===== src/rtl/axi_write_master_phase2.sv =====
// rtl/axi_write_master_phase2.sv - phase-2 write engine: stream to AXI4 write bursts
//
// Accepts one write command (i_write_start, i_write_addr, i_xfer_size_in_bytes).
// Drains the input stream into AXI4 write bursts of up to C_BURST_LEN beats.
// Pulses o_write_done for one cycle once every B response has been received.
//
// Ports:
//   aclk, areset                      clock, asynchronous active-high reset
//   i_write_start, i_write_addr,
//   i_xfer_size_in_bytes              command (address 4 KB aligned, size multiple of BPB)
//   o_write_done, o_busy              completion pulse, command-in-progress flag
//   i_tvalid, o_tready, i_tdata       input stream
//   m_axi_aw*, m_axi_w*, m_axi_b*     AXI4 write address / data / response channels
module axi_write_master_phase2 #(
    parameter int C_M_AXI_ADDR_WIDTH = 64,
    parameter int C_M_AXI_DATA_WIDTH = 512,
    parameter int C_XFER_SIZE_WIDTH  = 64,
    parameter int C_BURST_LEN        = 64,
    parameter int C_MAX_OUTSTANDING  = 16
) (
    input  logic                            aclk,
    input  logic                            areset,
    input  logic                            i_write_start,
    input  logic [C_M_AXI_ADDR_WIDTH-1:0]   i_write_addr,
    input  logic [C_XFER_SIZE_WIDTH-1:0]    i_xfer_size_in_bytes,
    output logic                            o_write_done,
    output logic                            o_busy,
    input  logic                            i_tvalid,
    output logic                            o_tready,
    input  logic [C_M_AXI_DATA_WIDTH-1:0]   i_tdata,
    output logic                            m_axi_awvalid,
    input  logic                            m_axi_awready,
    output logic [C_M_AXI_ADDR_WIDTH-1:0]   m_axi_awaddr,
    output logic [7:0]                      m_axi_awlen,
    output logic                            m_axi_wvalid,
    input  logic                            m_axi_wready,
    output logic [C_M_AXI_DATA_WIDTH-1:0]   m_axi_wdata,
    output logic [C_M_AXI_DATA_WIDTH/8-1:0] m_axi_wstrb,
    output logic                            m_axi_wlast,
    input  logic                            m_axi_bvalid,
    output logic                            m_axi_bready
);

    localparam int XW      = C_XFER_SIZE_WIDTH;
    localparam int AW      = C_M_AXI_ADDR_WIDTH;
    localparam int BPB     = C_M_AXI_DATA_WIDTH / 8;
    localparam int BPB_LOG = $clog2(BPB);
    localparam int BL_LOG  = $clog2(C_BURST_LEN);
    localparam int OUT_W   = $clog2(C_MAX_OUTSTANDING + 1);

    localparam logic [XW-1:0]    BL_X        = XW'(C_BURST_LEN);
    localparam logic [AW-1:0]    BURST_BYTES = AW'(C_BURST_LEN * BPB);
    localparam logic [OUT_W-1:0] MAX_OUT     = OUT_W'(C_MAX_OUTSTANDING);
    localparam logic [8:0]       LAST_BEAT   = 9'(C_BURST_LEN - 1);

    localparam logic [1:0] S_IDLE   = 2'd0;
    localparam logic [1:0] S_ACTIVE = 2'd1;
    localparam logic [1:0] S_DRAIN  = 2'd2;
    localparam logic [1:0] S_DONE   = 2'd3;

    logic [1:0]       state;
    logic [XW-1:0]    nbursts;
    logic [XW-1:0]    aw_issued;
    logic [XW-1:0]    w_bursts_done;
    logic [XW-1:0]    b_received;
    logic [XW-1:0]    aw_beats_left;   // beats not yet covered by an issued AW
    logic [XW-1:0]    w_beats_left;    // beats not yet accepted on W
    logic [8:0]       w_beat;          // beat index inside the current W burst
    logic [OUT_W-1:0] outstanding;
    logic [AW-1:0]    awaddr_q;
    logic [7:0]       awlen_q;

    logic          w_en;
    logic          aw_hs;
    logic          w_hs;
    logic          b_hs;
    logic [XW-1:0] start_beats;
    logic [XW-1:0] aw_left_nxt;

    // awlen for a burst that starts with `beats` remaining
    function automatic logic [7:0] len_of(input logic [XW-1:0] beats);
        if (beats == '0)
            return 8'd0;
        else if (beats >= BL_X)
            return 8'(C_BURST_LEN - 1);
        else
            return 8'(beats - 1'b1);
    endfunction

    assign start_beats = i_xfer_size_in_bytes >> BPB_LOG;
    assign aw_left_nxt = (aw_beats_left > BL_X) ? aw_beats_left - BL_X : '0;

    assign m_axi_awvalid = (state == S_ACTIVE) && (aw_issued < nbursts) && (outstanding < MAX_OUT);
    assign m_axi_awaddr  = awaddr_q;
    assign m_axi_awlen   = awlen_q;

    // W may only carry beats of bursts whose AW has already been accepted
    assign w_en          = (state == S_ACTIVE) && (w_bursts_done < aw_issued);
    assign m_axi_wvalid  = i_tvalid & w_en;
    assign o_tready      = m_axi_wready & w_en;
    assign m_axi_wdata   = i_tdata;
    assign m_axi_wstrb   = '1;
    // Only the final burst can be short, so the overall last beat also ends a burst
    assign m_axi_wlast   = w_en && ((w_beat == LAST_BEAT) || (w_beats_left == XW'(1)));

    assign m_axi_bready  = (state == S_ACTIVE) || (state == S_DRAIN);
    assign o_write_done  = (state == S_DONE);
    assign o_busy        = (state != S_IDLE);

    assign aw_hs = m_axi_awvalid & m_axi_awready;
    assign w_hs  = m_axi_wvalid & m_axi_wready;
    assign b_hs  = m_axi_bvalid & m_axi_bready;

    always_ff @(posedge aclk or posedge areset) begin
        if (areset) begin
            state         <= S_IDLE;
            nbursts       <= '0;
            aw_issued     <= '0;
            w_bursts_done <= '0;
            b_received    <= '0;
            aw_beats_left <= '0;
            w_beats_left  <= '0;
            w_beat        <= '0;
            outstanding   <= '0;
            awaddr_q      <= '0;
            awlen_q       <= '0;
        end else begin
            if (aw_hs) begin
                aw_issued     <= aw_issued + 1'b1;
                awaddr_q      <= awaddr_q + BURST_BYTES;
                aw_beats_left <= aw_left_nxt;
                awlen_q       <= len_of(aw_left_nxt);
            end
            if (w_hs) begin
                w_beats_left <= w_beats_left - 1'b1;
                w_beat       <= m_axi_wlast ? 9'd0 : w_beat + 1'b1;
                if (m_axi_wlast)
                    w_bursts_done <= w_bursts_done + 1'b1;
            end
            if (b_hs)
                b_received <= b_received + 1'b1;

            case ({aw_hs, b_hs})
                2'b10:   outstanding <= outstanding + 1'b1;
                2'b01:   outstanding <= outstanding - 1'b1;
                default: outstanding <= outstanding;
            endcase

            case (state)
                S_IDLE: begin
                    if (i_write_start) begin
                        awaddr_q      <= i_write_addr;
                        awlen_q       <= len_of(start_beats);
                        aw_beats_left <= start_beats;
                        w_beats_left  <= start_beats;
                        nbursts       <= (start_beats + XW'(C_BURST_LEN - 1)) >> BL_LOG;
                        aw_issued     <= '0;
                        w_bursts_done <= '0;
                        b_received    <= '0;
                        w_beat        <= '0;
                        outstanding   <= '0;
                        state         <= (start_beats == '0) ? S_DONE : S_ACTIVE;
                    end
                end
                S_ACTIVE: begin
                    if (w_hs && (w_beats_left == XW'(1)))
                        state <= S_DRAIN;
                end
                S_DRAIN: begin
                    // count the response landing this edge so done follows the last B by one cycle
                    if ((b_received + XW'(b_hs)) == nbursts)
                        state <= S_DONE;
                end
                default: state <= S_IDLE;
            endcase
        end
    end

endmodule


===== config.mk =====
export PLATFORM = sky130hd
export DESIGN_NAME = axi_write_master_phase2
export DESIGN_NICKNAME = d
export VERILOG_FILES = /design/src/rtl/axi_write_master_phase2.sv
export SDC_FILE = /design/constraint.sdc
export NUM_CORES = 2
export LEC_CHECK = 0
export BUFFER_PORTS_ARGS = -buffer_cell sky130_fd_sc_hd__buf_4
export CORE_AREA = 2 2 504 506
export CTS_CLUSTER_DIAMETER = 50
export DETAILED_ROUTE_END_ITERATION = 10
export DIE_AREA = 0 0 506 508
export SKIP_LAST_GASP = 1
export SLEW_MARGIN = 5
export SYNTH_ARGS = -nofsm -noshare
export SYNTH_HDL_FRONTEND = slang
export SYNTH_SLANG_ARGS = --single-unit

===== constraint.sdc =====
create_clock -name aclk -period 31.2 [get_ports aclk]
set_input_delay 0 -clock aclk [delete_from_list [all_inputs] [get_ports aclk]]
set_output_delay 0 -clock aclk [all_outputs]
set_load 0.01 [all_outputs]

; ---- Word level (Yosys, flattened, before mapping)
; Index checks and enable logic that the tools add are counted.
; W data, S select, Z words.
[totals]
elab_cells = 98
output_inout_bits = 655
in_bits = 647
regBits = 466
[classes]
order_cmp = 6
reduce_logical = 13
n_eq_ne = 11
addsub = 13
bitwise = 5
n_mux = 39
[op_table]
columns = operator, count
row1 = $mux W64, 20
row2 = $add A64 B1 Y64 const B, 3
row3 = $logic_not A64 Y1, 2
row4 = $add A64 B1 Y64, 1
row5 = $add A64 B13 Y64 const B, 1
row6 = $eq A64 B1 Y1 const B, 1
row7 = $eq A64 B58 Y1, 1
row8 = $ge A64 B7 Y1 const B, 1
row9 = $gt A64 B7 Y1 const B, 1
row10 = $lt A64 B58 Y1, 1
row11 = $lt A64 B64 Y1, 1
row12 = $sub A64 B1 Y64 const B, 1
row13 = $sub A64 B7 Y64 const B, 1
row14 = $add A58 B6 Y59 const B, 1
row15 = $ge A58 B7 Y1 const B, 1
row16 = $mux W8, 7
row17 = $mux W9, 4
row18 = $sub A8 B1 Y8 const B, 2
row19 = $mux W5, 2
row20 = $pmux W5 S2, 1
row21 = $add A9 B1 Y9 const B, 1
row22 = $eq A9 B6 Y1 const B, 1
row23 = $mux W2, 4
row24 = $eq A2 B2 Y1 const B, 3
row25 = 14 further kinds, 25

; ---- Depth between registers and ports, before layout
[logic_depth]
ltp_word = 8
depth_mapped = 21

; ---- Worst setup path after synthesis
; Ideal clock, no wire load.
[synth_path]
kind = register to register
start = register nbursts[11]
end = register outstanding[4]
t_arrival_ps = 4362
setup_slack_ps = 26760
required_time_ps = 31122
synth_period_minus_slack_ps = 4440
path_buffers = 4
stages_incl_launch_ff = 21
cell_sequence = dfrtp_1 > inv_1 > ha_1 > a21oi_1 > o21ai_0 > a2111oi_0 > a211oi_1 > o311ai_1 > and4_1 > clkbuf_1 > inv_1 > clkbuf_1 > clkbuf_1 > buf_1 > ha_1 > fa_1 > a21o_1 > a21oi_1 > xor2_1 > or3_1 > a21oi_1
[synth_between]
elab_chain_len = 8
[synth_rtl]
columns = item, line_no
row1 = "start, declared", 62  ; logic [XW-1:0] nbursts;
row2 = "start signal, assigned", 156  ; nbursts <= (start_beats + XW'(C_BURST_LEN - 1)) >> BL_LOG;
row3 = $lt A64 B58 Y1 (*), 93  ; assign m_axi_awvalid = (state == S_ACTIVE) && (aw_issued < nbursts) && (outstanding < MAX_OUT);
row4 = $logic_and A1 B1 Y1 (*) (2 in a row), 93
row5 = $and A1 B1 Y1 (*), 110  ; assign aw_hs = m_axi_awvalid & m_axi_awready;
row6 = $eq A2 B1 Y1 / $eq A2 B2 Y1 (equally long branches), 143  ; case ({aw_hs, b_hs})
row7 = $pmux W5 S2 (*), 143
row8 = $mux W5, 151  ; if (i_write_start) begin
row9 = $mux W5 (*), 149  ; case (state)
row10 = "end signal, assigned", 144  ; 2'b10: outstanding <= outstanding + 1'b1;
row11 = "end signal, assigned", 145  ; 2'b01: outstanding <= outstanding - 1'b1;
row12 = "end signal, assigned", 146  ; default: outstanding <= outstanding;
row13 = "end, declared", 69  ; logic [OUT_W-1:0] outstanding;
; Every way passes the cells marked *; elsewhere a longest branch is shown, timed or not.
; A chain may end at the register's enable or synchronous reset.

; ---- Worst setup path after layout
[layout_path]
start = register state[0]
end = register state[1]
[layout_between]
elab_chain_len = 7
[layout_rtl]
columns = item, line_no
row1 = "start, declared", 61  ; logic [1:0] state;
row2 = "start signal, assigned", 162  ; state <= (start_beats == '0) ? S_DONE : S_ACTIVE;
row3 = $eq A2 B1 Y1 / $eq A2 B2 Y1 (equally long branches), "98, 106, 149"
row4 = $logic_or A1 B1 Y1 / $logic_and A1 B1 Y1 (equally long branches), "106, 98"
row5 = "$and A1 B1 Y1, on equally long branches", "112, 99"
row6 = $add A64 B1 Y64 / $and A1 B1 Y1 (equally long branches), "171, 111"
row7 = $eq A64 B58 Y1 / $logic_and A1 B1 Y1 (equally long branches), "171, 166"
row8 = $ne A2 B1 Y1 (no line), n/a
row9 = $reduce_and A3 Y1 (no line), n/a
; Several ways; a longest one is shown, not always the timed one.

==> metrics.txt <==
# TYPE chip_impl_metric gauge
chip_impl_metric{name="groute.usage.overall",unit="%"} 10.98
chip_impl_metric{name="final_net_count",unit=""} 4778
chip_impl_metric{name="grt_pass1_wl",unit="um"} 210100
chip_impl_metric{name="row_count",unit=""} 185
chip_impl_metric{name="p_comb_share",unit="%"} 31.7
chip_impl_metric{name="grt_antenna_before_repair",unit=""} 17
chip_impl_metric{name="share_of_flip_flops_with_an_asynchronous_set_or_reset",unit="%"} 100.0
chip_impl_info{name="grt.busiest_layer",value="met2"} 1
chip_impl_metric{name="io_buffers",unit=""} 207
chip_impl_metric{name="num_clock_sinks",unit=""} 461
chip_impl_metric{name="grt_max_degree",unit=""} 168
chip_impl_info{name="cts_tree",value="built"} 1
chip_impl_metric{name="layout-drive-gt1-share",unit="%"} 10.21
chip_impl_metric{name="finalHoldViolCount",unit=""} 0
chip_impl_metric{name="timing.final.setup_violations",unit=""} 0
chip_impl_info{name="outcome",value="finished clean"} 1
chip_impl_metric{name="clk-insertion-delay-late",unit="ns"} 0.68
chip_impl_metric{name="post_cts_buffers",unit=""} 0
chip_impl_metric{name="placeable_area",unit="sq mm"} 0.2523
chip_impl_metric{name="floorplan.initialDensity",unit="%"} 13.72
chip_impl_metric{name="area_growth_syn_to_layout",unit="%"} 15.02
chip_impl_metric{name="leakagePower",unit="nW"} 14.61
chip_impl_metric{name="route.antenna.remaining_nets",unit=""} 0
chip_impl_metric{name="die_height",unit="um"} 508
chip_impl_metric{name="p_seq_share",unit="%"} 37.1
chip_impl_metric{name="die_area",unit="sq mm"} 0.2570
chip_impl_metric{name="via_count",unit=""} 30782
chip_impl_metric{name="detail_route.wirelength",unit="um"} 148400
chip_impl_metric{name="ys_seq_elements",unit=""} 461
chip_impl_info{name="grt_setup_unrepaired",value="no"} 1
chip_impl_metric{name="switching_pwr",unit="mW"} 1.047
chip_impl_metric{name="power_dens_cells",unit="mW/mm^2"} 65.58
chip_impl_metric{name="whs",unit="ns"} 0.000003919
chip_impl_metric{name="tightest_slew",unit="ns"} 1.129
chip_impl_metric{name="post-route-min-period",unit="ns"} 5.143
chip_impl_metric{name="cts_inserted_buffers",unit=""} 69
chip_impl_info{name="hold_path.class",value="primary input to output port"} 1
chip_impl_metric{name="die_width",unit="um"} 506
chip_impl_metric{name="place_inst",unit=""} 7133
chip_impl_metric{name="synth_unique_cells",unit=""} 79
chip_impl_metric{name="synth_area",unit="sq mm"} 0.03461
chip_impl_metric{name="post_drt_wl_per_cell",unit="um"} 20.02
chip_impl_metric{name="via_count_of_the_first_global_routing_pass",unit=""} 29404
chip_impl_metric{name="synthesis.instances",unit=""} 4239
chip_impl_metric{name="dr_iter_0_viols",unit=""} 3023
chip_impl_metric{name="slew_headroom",unit="%"} 24.04
chip_impl_metric{name="seq_area_frac_synth",unit="%"} 33.33
chip_impl_metric{name="worst_case_clock_buffer_depth",unit=""} 3
chip_impl_metric{name="gr-usage-met3",unit="%"} 7.265
chip_impl_metric{name="synth-edff-count",unit=""} 0
chip_impl_metric{name="p_int",unit="mW"} 1.564
chip_impl_info{name="crit_path_end_kind",value="register"} 1
chip_impl_metric{name="htreeDepth",unit=""} 3
chip_impl_metric{name="max_cap_violations",unit=""} 0
chip_impl_metric{name="finalCritPeriodShare",unit="%"} 16.48
chip_impl_metric{name="boundaryPins",unit=""} 1302
chip_impl_metric{name="postSynthAreaPerCell",unit="sq um"} 8.165
chip_impl_metric{name="cts.clk_slew.worst_paths",unit="ns"} 0.06
chip_impl_metric{name="final_cells",unit=""} 7416
chip_impl_metric{name="synthesis.yosys.warnings",unit=""} 0
chip_impl_metric{name="final.setup.tns",unit="ns"} 0
chip_impl_metric{name="detailedRoute.firstPassIterationCount",unit=""} 9
chip_impl_info{name="synthFlopType",value="dfrtp_1"} 1
chip_impl_info{name="critical_path.startpoint_type",value="register"} 1
chip_impl_info{name="criticalPathCategory",value="register to register"} 1
chip_impl_metric{name="clockPowerShare",unit="%"} 31.3
chip_impl_info{name="cts_root_buf",value="clkbuf_16"} 1
chip_impl_metric{name="worst-endpoint-required",unit="ns"} 31.74
chip_impl_metric{name="finClkSkew",unit="ns"} 0.05904
chip_impl_metric{name="drc_errors",unit=""} 0
chip_impl_metric{name="fin_util",unit="%"} 15.78
chip_impl_metric{name="fmax",unit="GHz"} 0.1944
chip_impl_metric{name="ir_worst_vdd",unit="mV"} 0.05031
chip_impl_metric{name="timing_max_transition_violations_final",unit=""} 0
chip_impl_metric{name="n_fill_cell",unit=""} 28464
chip_impl_metric{name="critical_path.max_fanout",unit=""} 7
chip_impl_metric{name="route.detailed.vias_per_inst",unit=""} 4.151
chip_impl_metric{name="globalplace.congestion",unit=""} 0.9115
chip_impl_metric{name="switching_share",unit="%"} 40.11
chip_impl_metric{name="grt_remaining_overflow",unit=""} 0
chip_impl_metric{name="hpwlAfterDp",unit="um"} 114200
chip_impl_metric{name="met1_usage",unit="%"} 12.00
chip_impl_metric{name="post_cts_gate_resize_count",unit=""} 0
chip_impl_metric{name="critical_path_arrival",unit="ns"} 5.68
chip_impl_metric{name="groute.layer.met2.usage",unit="%"} 15.64
-- synthesized netlist by cell type, types with 18 or more instances --
master	count	area, sq um
nor3_1	126	630.6
nand4_1	161	1007
nor2_1	382	1434
ha_1	138	1727
xor2_1	152	1331
or3_1	101	631.9
inv_1	168	630.6
or2_2	18	112.6
nand3_1	159	795.8
or4_1	37	277.8
a21oi_1	226	1131
and4_1	25	219.0
nor4_1	135	844.6
and2_1	18	112.6
nand2_1	337	1265
and3_1	49	306.5
nand2b_1	21	131.4
a31oi_1	61	381.6
buf_4	576	4324
o21ai_0	247	1236
xnor2_1	233	2041
clkbuf_1	194	728.2
dfrtp_1	461	11540
-- registers in the layout (all words and copies together), names as in the netlist --
signal,flops
outstanding,5
m_axi_awlen,8
w_beats_left,64
w_bursts_done,64
nbursts,53
state,2
m_axi_awaddr,64
w_beat,9
b_received,64
aw_issued,64
aw_beats_left,64
-- worst max-delay path, stage by stage, from the launching register on --
cell      delay, ns
dfrtp_1        0.43
inv_1          0.10
ha_1           0.47
and2_1         0.41
ha_1           0.37
ha_1           0.34
nand3_1        0.12
nor4_1         0.20
buf_4          0.23
nand3_1        0.20
nor4_1         0.31
o22ai_1        0.13
o41ai_1        0.94
o211ai_1       0.18
nor2_1         0.22
mux2_2         0.36
-- through the flow --
stage	setup WS, ns	cell area [sq um]	total power, mW
after CTS	26.08	39800	2.622
after global placement	26.10	35850	1.754
final	26.06	39810	2.611
after floorplan	18.35	34850	1.499
after global routing	25.86	39810	2.763
after detailed placement	26.09	35850	1.770
-- placed cells by master (no fill, tap or decap), drive strengths merged, types with 19 or more instances in the layout --
cell / netlist / routed
conb: 1 / 64
clkbuf: 194 / 86
and4: 25 / 25
xnor2: 233 / 233
clkinv: 0 / 24
and2: 21 / 21
dlygate4sd3: 0 / 154
o21ai: 247 / 247
nand4: 161 / 161
nor4: 139 / 139
a21oi: 226 / 226
ha: 138 / 138
inv: 168 / 178
buf: 583 / 242
a31oi: 61 / 61
nand2b: 21 / 21
nand3: 160 / 160
xor2: 152 / 152
nor3: 127 / 127
nor2: 382 / 382
nand2: 337 / 337
or3: 101 / 101
and3: 49 / 49
dfrtp: 461 / 461
or2: 19 / 19
or4: 38 / 38
-- worst paths after layout --
| path | from | to | slack [ns] | cells past startpoint |
|---|---|---|---|---|
| setup / recovery | state[0] | state[1] | 26.06 | 15 |
| hold / removal | i_tdata[311] | m_axi_wdata[311] | 0.000004 | 0 |
| setup reg to reg | state[0] | state[1] | 26.06 | 15 |
| hold reg to reg | m_axi_awaddr[5] | m_axi_awaddr[5] | 0.48 | 2 |
| max in group asynchronous | areset | m_axi_awaddr[37] | 27.80 | 6 |
| min in group asynchronous | areset | nbursts[21] | 0.12 | 3 |
-- logic make-up (layout without fill, tap and decap cells) --
group                    Yosys count  after routing  share of synthesized area, %
AO/OA/AOI/OAI                    659            659                         10.94
XOR/XNOR                         385            385                         9.743
adder cells (fa/ha/maj)          139            139                         5.047
buffers and inverters            945            690                         16.52
flip-flops                       461            461                         33.33
multiplexers                      12             12                        0.3615
other                              1             67                       0.01083
AND/OR/NAND/NOR                 1637           1637                         24.04
-- routing by layer --
metal	part of all wire (%)	wire length, um
met1	36	53400
met5	0.72	1065
met3	17	24580
met2	41	60370
met4	6.1	9019
-- timing repair --
| item | 4_1_cts | 5_1_grt |
|---|---|---|
| hold buffers | 154 | 0 |
| setup endpoints to repair | 0 | 0 |
| endpoints found under the hold margin | 385 | 0 |
-- cell type report --
cell class,count,area [sq um],area share [%]
repair buffers,396,3371,8.467
inverters,168,639.4,1.606
diodes,3,7.507,0.01886
flip-flops and latches,461,11540,28.98
multi-input cells,2896,17640,44.30
well taps,3366,4212,10.58
clock inverters,40,516.7,1.298
clock buffers,86,1891,4.749
-- power groups by stage --
stage / logic, mW / clock network [mW] / registers, mW
after floorplan: 0.596 / 0 / 0.903
after global placement: 0.795 / 0 / 0.959
after detailed placement: 0.803 / 0 / 0.967
after CTS: 0.824 / 0.837 / 0.961
after global routing: 0.918 / 0.860 / 0.985
final: 0.827 / 0.816 / 0.968
Note: power is estimated with default switching activity, not from simulation.
